$ cat src/rtl/src_ctrl_pkg.sv
// Shared types and constants for the sample-rate-converter control sequencer.
// SRC_CTRL_ERR_EN adds the error write-back state; other state codes do not move.
package src_ctrl_pkg;

  typedef enum logic [3:0] {
    S_IDLE   = 4'd0,
    S_INPUT  = 4'd1,
    S_ALLOC  = 4'd2,
    S_LOAD   = 4'd3,
    S_CONV   = 4'd4,
    S_ST_RES = 4'd5,
`ifdef SRC_CTRL_ERR_EN
    S_ST_ERR = 4'd6,
`endif
    S_NEXT   = 4'd7,
    S_OUTPUT = 4'd8
  } state_e;

  // Non-MAC cycles spent on each allocation entry, with and without error write-back.
  localparam int ENTRY_OVH_ERR   = 5;
  localparam int ENTRY_OVH_NOERR = 4;

  function automatic int idx_w(input int n);
    return ($clog2(n) < 1) ? 1 : $clog2(n);
  endfunction

endpackage

$ cat src/rtl/src_ctrl_decode.sv
// Moore decode from the sequencer state register to the datapath strobes and handshakes.
// SRC_CTRL_ERR_EN adds the rf_rw strobe in the error write-back state.
module src_ctrl_decode
  import src_ctrl_pkg::*;
(
  input  logic [3:0] state,
  output logic       in_ready,
  output logic       out_valid,
  output logic       busy,
  output logic       pc_clr,
  output logic       pc_incr,
  output logic       fetch,
  output logic       readh_incrh,
  output logic       read_write,
  output logic       res_err,
  output logic       rf_rw,
  output logic       get_reg,
  output logic       new_in,
  output logic       new_out
);

  always_comb begin
    in_ready    = 1'b0;
    out_valid   = 1'b0;
    busy        = 1'b1;
    pc_clr      = 1'b0;
    pc_incr     = 1'b0;
    fetch       = 1'b0;
    readh_incrh = 1'b0;
    read_write  = 1'b0;
    res_err     = 1'b0;
    rf_rw       = 1'b0;
    get_reg     = 1'b0;
    new_in      = 1'b0;
    new_out     = 1'b0;
    case (state_e'(state))
      S_IDLE: begin
        in_ready = 1'b1;
        busy     = 1'b0;
      end
      S_INPUT: begin
        pc_clr  = 1'b1;
        rf_rw   = 1'b1;
        get_reg = 1'b1;
        new_in  = 1'b1;
      end
      S_ALLOC: fetch = 1'b1;
      S_LOAD: begin
        readh_incrh = 1'b1;
        get_reg     = 1'b1;
      end
      S_CONV: read_write = 1'b1;
      S_ST_RES: begin
        readh_incrh = 1'b1;
        res_err     = 1'b1;
        rf_rw       = 1'b1;
      end
`ifdef SRC_CTRL_ERR_EN
      S_ST_ERR: rf_rw = 1'b1;
`endif
      S_NEXT: pc_incr = 1'b1;
      S_OUTPUT: begin
        out_valid = 1'b1;
        new_out   = 1'b1;
      end
      default: ;
    endcase
  end

endmodule

$ cat src/rtl/src_ctrl_seq.sv
// Frame/channel/entry/tap sequencer for the SRC datapath; strobes decoded from the state register.
// SRC_CTRL_ERR_EN inserts ST_ERR between ST_RES and NEXT.
//
// state  | meaning
// IDLE   | waiting for an input frame (in_ready high)
// INPUT  | frame accepted, PC and indices cleared
// ALLOC  | fetch the current allocation entry
// LOAD   | load operands for the entry
// CONV   | TAPS-cycle MAC convolution
// ST_RES | result write-back
// ST_ERR | error write-back (SRC_CTRL_ERR_EN only)
// NEXT   | advance the allocation list
// OUTPUT | present channel sample, wait for out_ready
module src_ctrl_seq
  import src_ctrl_pkg::*;
#(
  parameter int TAPS        = 16,
  parameter int CHANNELS    = 2,
  parameter int ALLOC_DEPTH = 8
) (
  input  logic                          clk,
  input  logic                          rst,
  input  logic                          in_valid,
  output logic                          in_ready,
  output logic                          out_valid,
  input  logic                          out_ready,
  output logic                          pc_clr,
  output logic                          pc_incr,
  output logic                          fetch,
  output logic                          readh_incrh,
  output logic                          read_write,
  output logic                          res_err,
  output logic                          rf_rw,
  output logic                          get_reg,
  output logic                          new_in,
  output logic                          new_out,
  output logic [idx_w(TAPS)-1:0]        tap_idx,
  output logic [idx_w(ALLOC_DEPTH)-1:0] entry_idx,
  output logic [idx_w(CHANNELS)-1:0]    ch_idx,
  output logic                          busy
);

  localparam int TW = idx_w(TAPS);
  localparam int EW = idx_w(ALLOC_DEPTH);
  localparam int CW = idx_w(CHANNELS);

  localparam logic [TW-1:0] TAP_LAST   = TW'(TAPS - 1);
  localparam logic [EW-1:0] ENTRY_LAST = EW'(ALLOC_DEPTH - 1);
  localparam logic [CW-1:0] CH_LAST    = CW'(CHANNELS - 1);

  state_e          state_q, state_d;
  logic [TW-1:0]   tap_q, tap_d;
  logic [EW-1:0]   entry_q, entry_d;
  logic [CW-1:0]   ch_q, ch_d;

  always_ff @(posedge clk) begin
    if (rst) begin
      state_q <= S_IDLE;
      tap_q   <= '0;
      entry_q <= '0;
      ch_q    <= '0;
    end else begin
      state_q <= state_d;
      tap_q   <= tap_d;
      entry_q <= entry_d;
      ch_q    <= ch_d;
    end
  end

  always_comb begin
    state_d = state_q;
    tap_d   = tap_q;
    entry_d = entry_q;
    ch_d    = ch_q;
    case (state_q)
      S_IDLE: if (in_valid) state_d = S_INPUT;
      S_INPUT: begin
        tap_d   = '0;
        entry_d = '0;
        ch_d    = '0;
        state_d = S_ALLOC;
      end
      S_ALLOC: state_d = S_LOAD;
      S_LOAD:  state_d = S_CONV;
      S_CONV: begin
        if (tap_q == TAP_LAST) begin
          tap_d   = '0;
          state_d = S_ST_RES;
        end else begin
          tap_d = tap_q + 1'b1;
        end
      end
`ifdef SRC_CTRL_ERR_EN
      S_ST_RES: state_d = S_ST_ERR;
      S_ST_ERR: state_d = S_NEXT;
`else
      S_ST_RES: state_d = S_NEXT;
`endif
      S_NEXT: begin
        if (entry_q == ENTRY_LAST) begin
          entry_d = '0;
          state_d = S_OUTPUT;
        end else begin
          entry_d = entry_q + 1'b1;
          state_d = S_ALLOC;
        end
      end
      // Leave the channel index at 0 after the last channel so IDLE looks like reset.
      S_OUTPUT: begin
        if (out_ready) begin
          if (ch_q == CH_LAST) begin
            ch_d    = '0;
            state_d = S_IDLE;
          end else begin
            ch_d    = ch_q + 1'b1;
            state_d = S_ALLOC;
          end
        end
      end
      default: state_d = S_IDLE;
    endcase
  end

  assign tap_idx   = tap_q;
  assign entry_idx = entry_q;
  assign ch_idx    = ch_q;

  src_ctrl_decode u_decode (
    .state       (state_q),
    .in_ready    (in_ready),
    .out_valid   (out_valid),
    .busy        (busy),
    .pc_clr      (pc_clr),
    .pc_incr     (pc_incr),
    .fetch       (fetch),
    .readh_incrh (readh_incrh),
    .read_write  (read_write),
    .res_err     (res_err),
    .rf_rw       (rf_rw),
    .get_reg     (get_reg),
    .new_in      (new_in),
    .new_out     (new_out)
  );

endmodule

$ cat config.mk
export PLATFORM = sky130hd
export DESIGN_NAME = src_ctrl_seq
export DESIGN_NICKNAME = d
export VERILOG_FILES = /design/src/rtl/src_ctrl_pkg.sv /design/src/rtl/src_ctrl_decode.sv /design/src/rtl/src_ctrl_seq.sv
export SDC_FILE = /design/constraint.sdc
export NUM_CORES = 1
export LEC_CHECK = 0
export ABC_AREA = 0
export CAP_MARGIN = 20
export CORE_MARGIN = 4
export CORE_UTILIZATION = 43
export DETAILED_ROUTE_END_ITERATION = 16
export GPL_TIMING_DRIVEN = 0
export PLACE_DENSITY = 0.84
export RECOVER_POWER = 100
export SYNTH_ARGS = -nofsm -noshare
export SYNTH_HDL_FRONTEND = slang
export SYNTH_SLANG_ARGS = --single-unit
$ cat constraint.sdc
create_clock -name clk -period 1.9 [get_ports clk]
set_input_delay 0.19 -clock clk [delete_from_list [all_inputs] [get_ports clk]]
set_output_delay 0.19 -clock clk [all_outputs]
set_load 0.1 [all_outputs]
==> summary.txt <==
Run status
  – Outcome: finished, final reports clean

Logic synthesis
  – Synthesized flop and latch total: 12
  – EDFF count, synth: 0
  – Register area share after synthesis: 0.332
  – Asr flop ratio synth: 0
  – Syn Area/Cell: 8.73 um2
  – Post-synth top cells: dfxtp_1, a21oi_1, inv_1, nand3_1
  – Synthesized cell area: 724 um2
  – Yosys top cell area share: 0.332
  – Synth cell types: 38
  – Syn nets: 90
  – Largest area contributor in the synthesized netlist: dfxtp_1
  – Most common cell in the netlist: dfxtp_1
  – Mapped Cells: 83
  – Synth warn: 0
  – Ys flop type: dfxtp_1
  – Synth area leaders: dfxtp_1, ha_1, a21oi_1

Layout
  – Nets: 127
  – Filler cell count: 102
  – Multi-input logic area: 455 um2
  – Area delta synth->final: 60.6%
  – FF/Latch Area: 246 um2
  – Fin cells: 135
  – Share of layout cells above drive strength 1: 0.387
  – Ant. Diodes: 0

Detailed routing
  – Total wire length: 1970 um
  – Drt wl/cell: 14.6 um
  – Detailed Routing Iterations Pass 1: 4
  – Vias per cell: 5.61
  – Routed Antenna Nets: 0
  – Vias after detailed routing: 758
  – Drt drc: 0
  – DRT iter0 DRCs: 13

Critical path
  – CP endpoint kind: output pin
  – Crit path DAT: 1690 ps
  – Worst EP required: 1710 ps
  – Crit Path Max Fanout: 6
  – Reg-to-reg slack, setup: 210 ps
  – Critical setup path kind: reg -> out
  – Startpoint Class: flop

Clock tree
  – Sink Count: 12
  – Root Buffer: clkbuf_4
  – Clock Path Buffers: 2
  – Number of CTS-inserted buffers: 3
  – Worst-path clk slew: 70 ps
  – CTS tree: yes
  – H-tree levels: 1
  – Clk Latency, worst-skew pair: 270 ps

STA
  – Period utilization: 0.988
  – Final Hold Fails: 0
  – Max Slew Vio Count: 0
  – Rel. slew slack: 0.352
  – Tmin final: 1880 ps
  – Setup violators final: 0
  – Max Clock Skew: 2.99 ps
  – Least-Margin Pin Slew: 976 ps
  – RSZ-0062 raised after global routing: yes
  – Highest Clock Rate: 533 MHz

Die
  – Core Area: 1540 um2
  – Full die area: 2410 um2
  – Die height: 49.0 um
  – Initial Utilization: 0.470
  – FP Rows: 14
  – Die W: 49.0 um
  – Top-Level Pins: 25

Pwr
  – P per Cell Area: 724 nW/um2
  – Overall Power: 0.000843 W
  – Leakage power: 0.502 nW
  – Worst VDD drop: 554 uV

Placement
  – Number of port buffers: 24
  – GPL Wtd Cong: 0.773
  – Placed Instances: 123
  – DPL Wire Length: 1340 um

Global routing
  – Largest net degree at the start of global routing: 11
  – Global Route Usage Sum: 0.175
  – Total grt overflow: 0
  – Antenna violations before repair: 0
  – Number of global-route vias before repair: 780
  – Global-route wire length before repair: 3430 um

Worst hold path
  – Worst min-delay path class: reg -> reg

Job
  – Max cap viols: 0
==> sequential cells by signal (all words and copies together), names as in the netlist <==
signal,count
ch_idx,1
tap_idx,4
entry_idx,3
state_q,4
==> cells by family (layout without fill, tap and decap cells) <==
kind of cell,after synthesis,count (layout),synth area share
AO/OA/AOI/OAI,18,18,0.166
XOR/XNOR,2,2,0.0242
adder cells (fa/ha/maj),3,3,0.0518
buffers and inverters,13,49,0.0933
flip-flops,12,12,0.332
multiplexers,1,1,0.0138
AND/OR/NAND/NOR,34,34,0.319
==> cell usage in the layout (no fill, tap or decap), types with 4 or more instances in the layout <==
cell type	n
buf_2	6
dlygate4sd2_1	8
nand2_1	4
a21oi_1	7
buf_6	4
dfxtp_1	9
nand2b_1	4
buf_4	11
buf_12	4
nand3_1	5
clkbuf_4	4
==> what timing repair did <==
item,in CTS,in global routing
pin swaps,0,3
setup buffers,1,8
hold buffers,0,0
endpoints found under the setup margin,21,8
gates resized for setup,88,10
cloned,0,0
==> report_power, final <==
| part | switching, W | leakage (nW) | internal (W) |
|---|---|---|---|
| clock network | 0.0000815 | 0.0210 | 0.000116 |
| registers | 0.00000775 | 0.0986 | 0.000258 |
| logic | 0.000265 | 0.382 | 0.000115 |
| total | 0.000354 | 0.502 | 0.000489 |
==> final cells by class <==
type                            instances  area share
Timing Repair Buffer                   33       0.259
Multi-Input combinational cell         58       0.391
Sequential cell                        12       0.212
Inverter                                5      0.0258
Clock buffer                            4      0.0312
Tap cell                               16      0.0172
Buffer                                  7      0.0634
==> path summary, 6_finish.rpt <==
kind | startpoint | end | cells past startpoint
max reg2reg | state_q[0] | ch_idx | 5
max | state_q[0] | out_valid | 5
min | tap_idx[1] | tap_idx[1] | 2
min reg2reg | tap_idx[1] | tap_idx[1] | 2
==> through the flow <==
| stage | instance area, um2 | setup slack, ps | util | setup TNS, ps | hold WS (ps) |
|---|---|---|---|---|---|
| after global placement | 1050 | -773 | 0.684 | -5520 | 475 |
| after floorplan | 795 | -629 | - | -2820 | 399 |
| final | 1160 | 23.3 | 0.755 | 0 | 521 |
| after CTS | 1110 | 2.34 | 0.718 | 0 | 501 |
| after global routing | 1160 | -47.1 | 0.755 | -54.9 | 554 |
| after detailed placement | 1050 | -777 | 0.684 | -5780 | 492 |
==> layer usage <==
| metal | global-route usage | vias to the layer above | part of all wire |
|---|---|---|---|
| li1 | - | 369 | - |
| met1 | 0.200 | 356 | 0.42 |
| met2 | 0.300 | 29 | 0.51 |
| met3 | 0.0428 | 4 | 0.055 |
| met4 | 0.0852 | 0 | 0.013 |
| met5 | 0 | - | 0 |
==> critical path: stages (launching register included) <==
cell and delay [ps]:
dfxtp_2 340, buf_8 130, or4b_4 560, clkinvlp_4 130, buf_6 110, buf_12 160
Note: power is estimated with default switching activity, not from simulation.
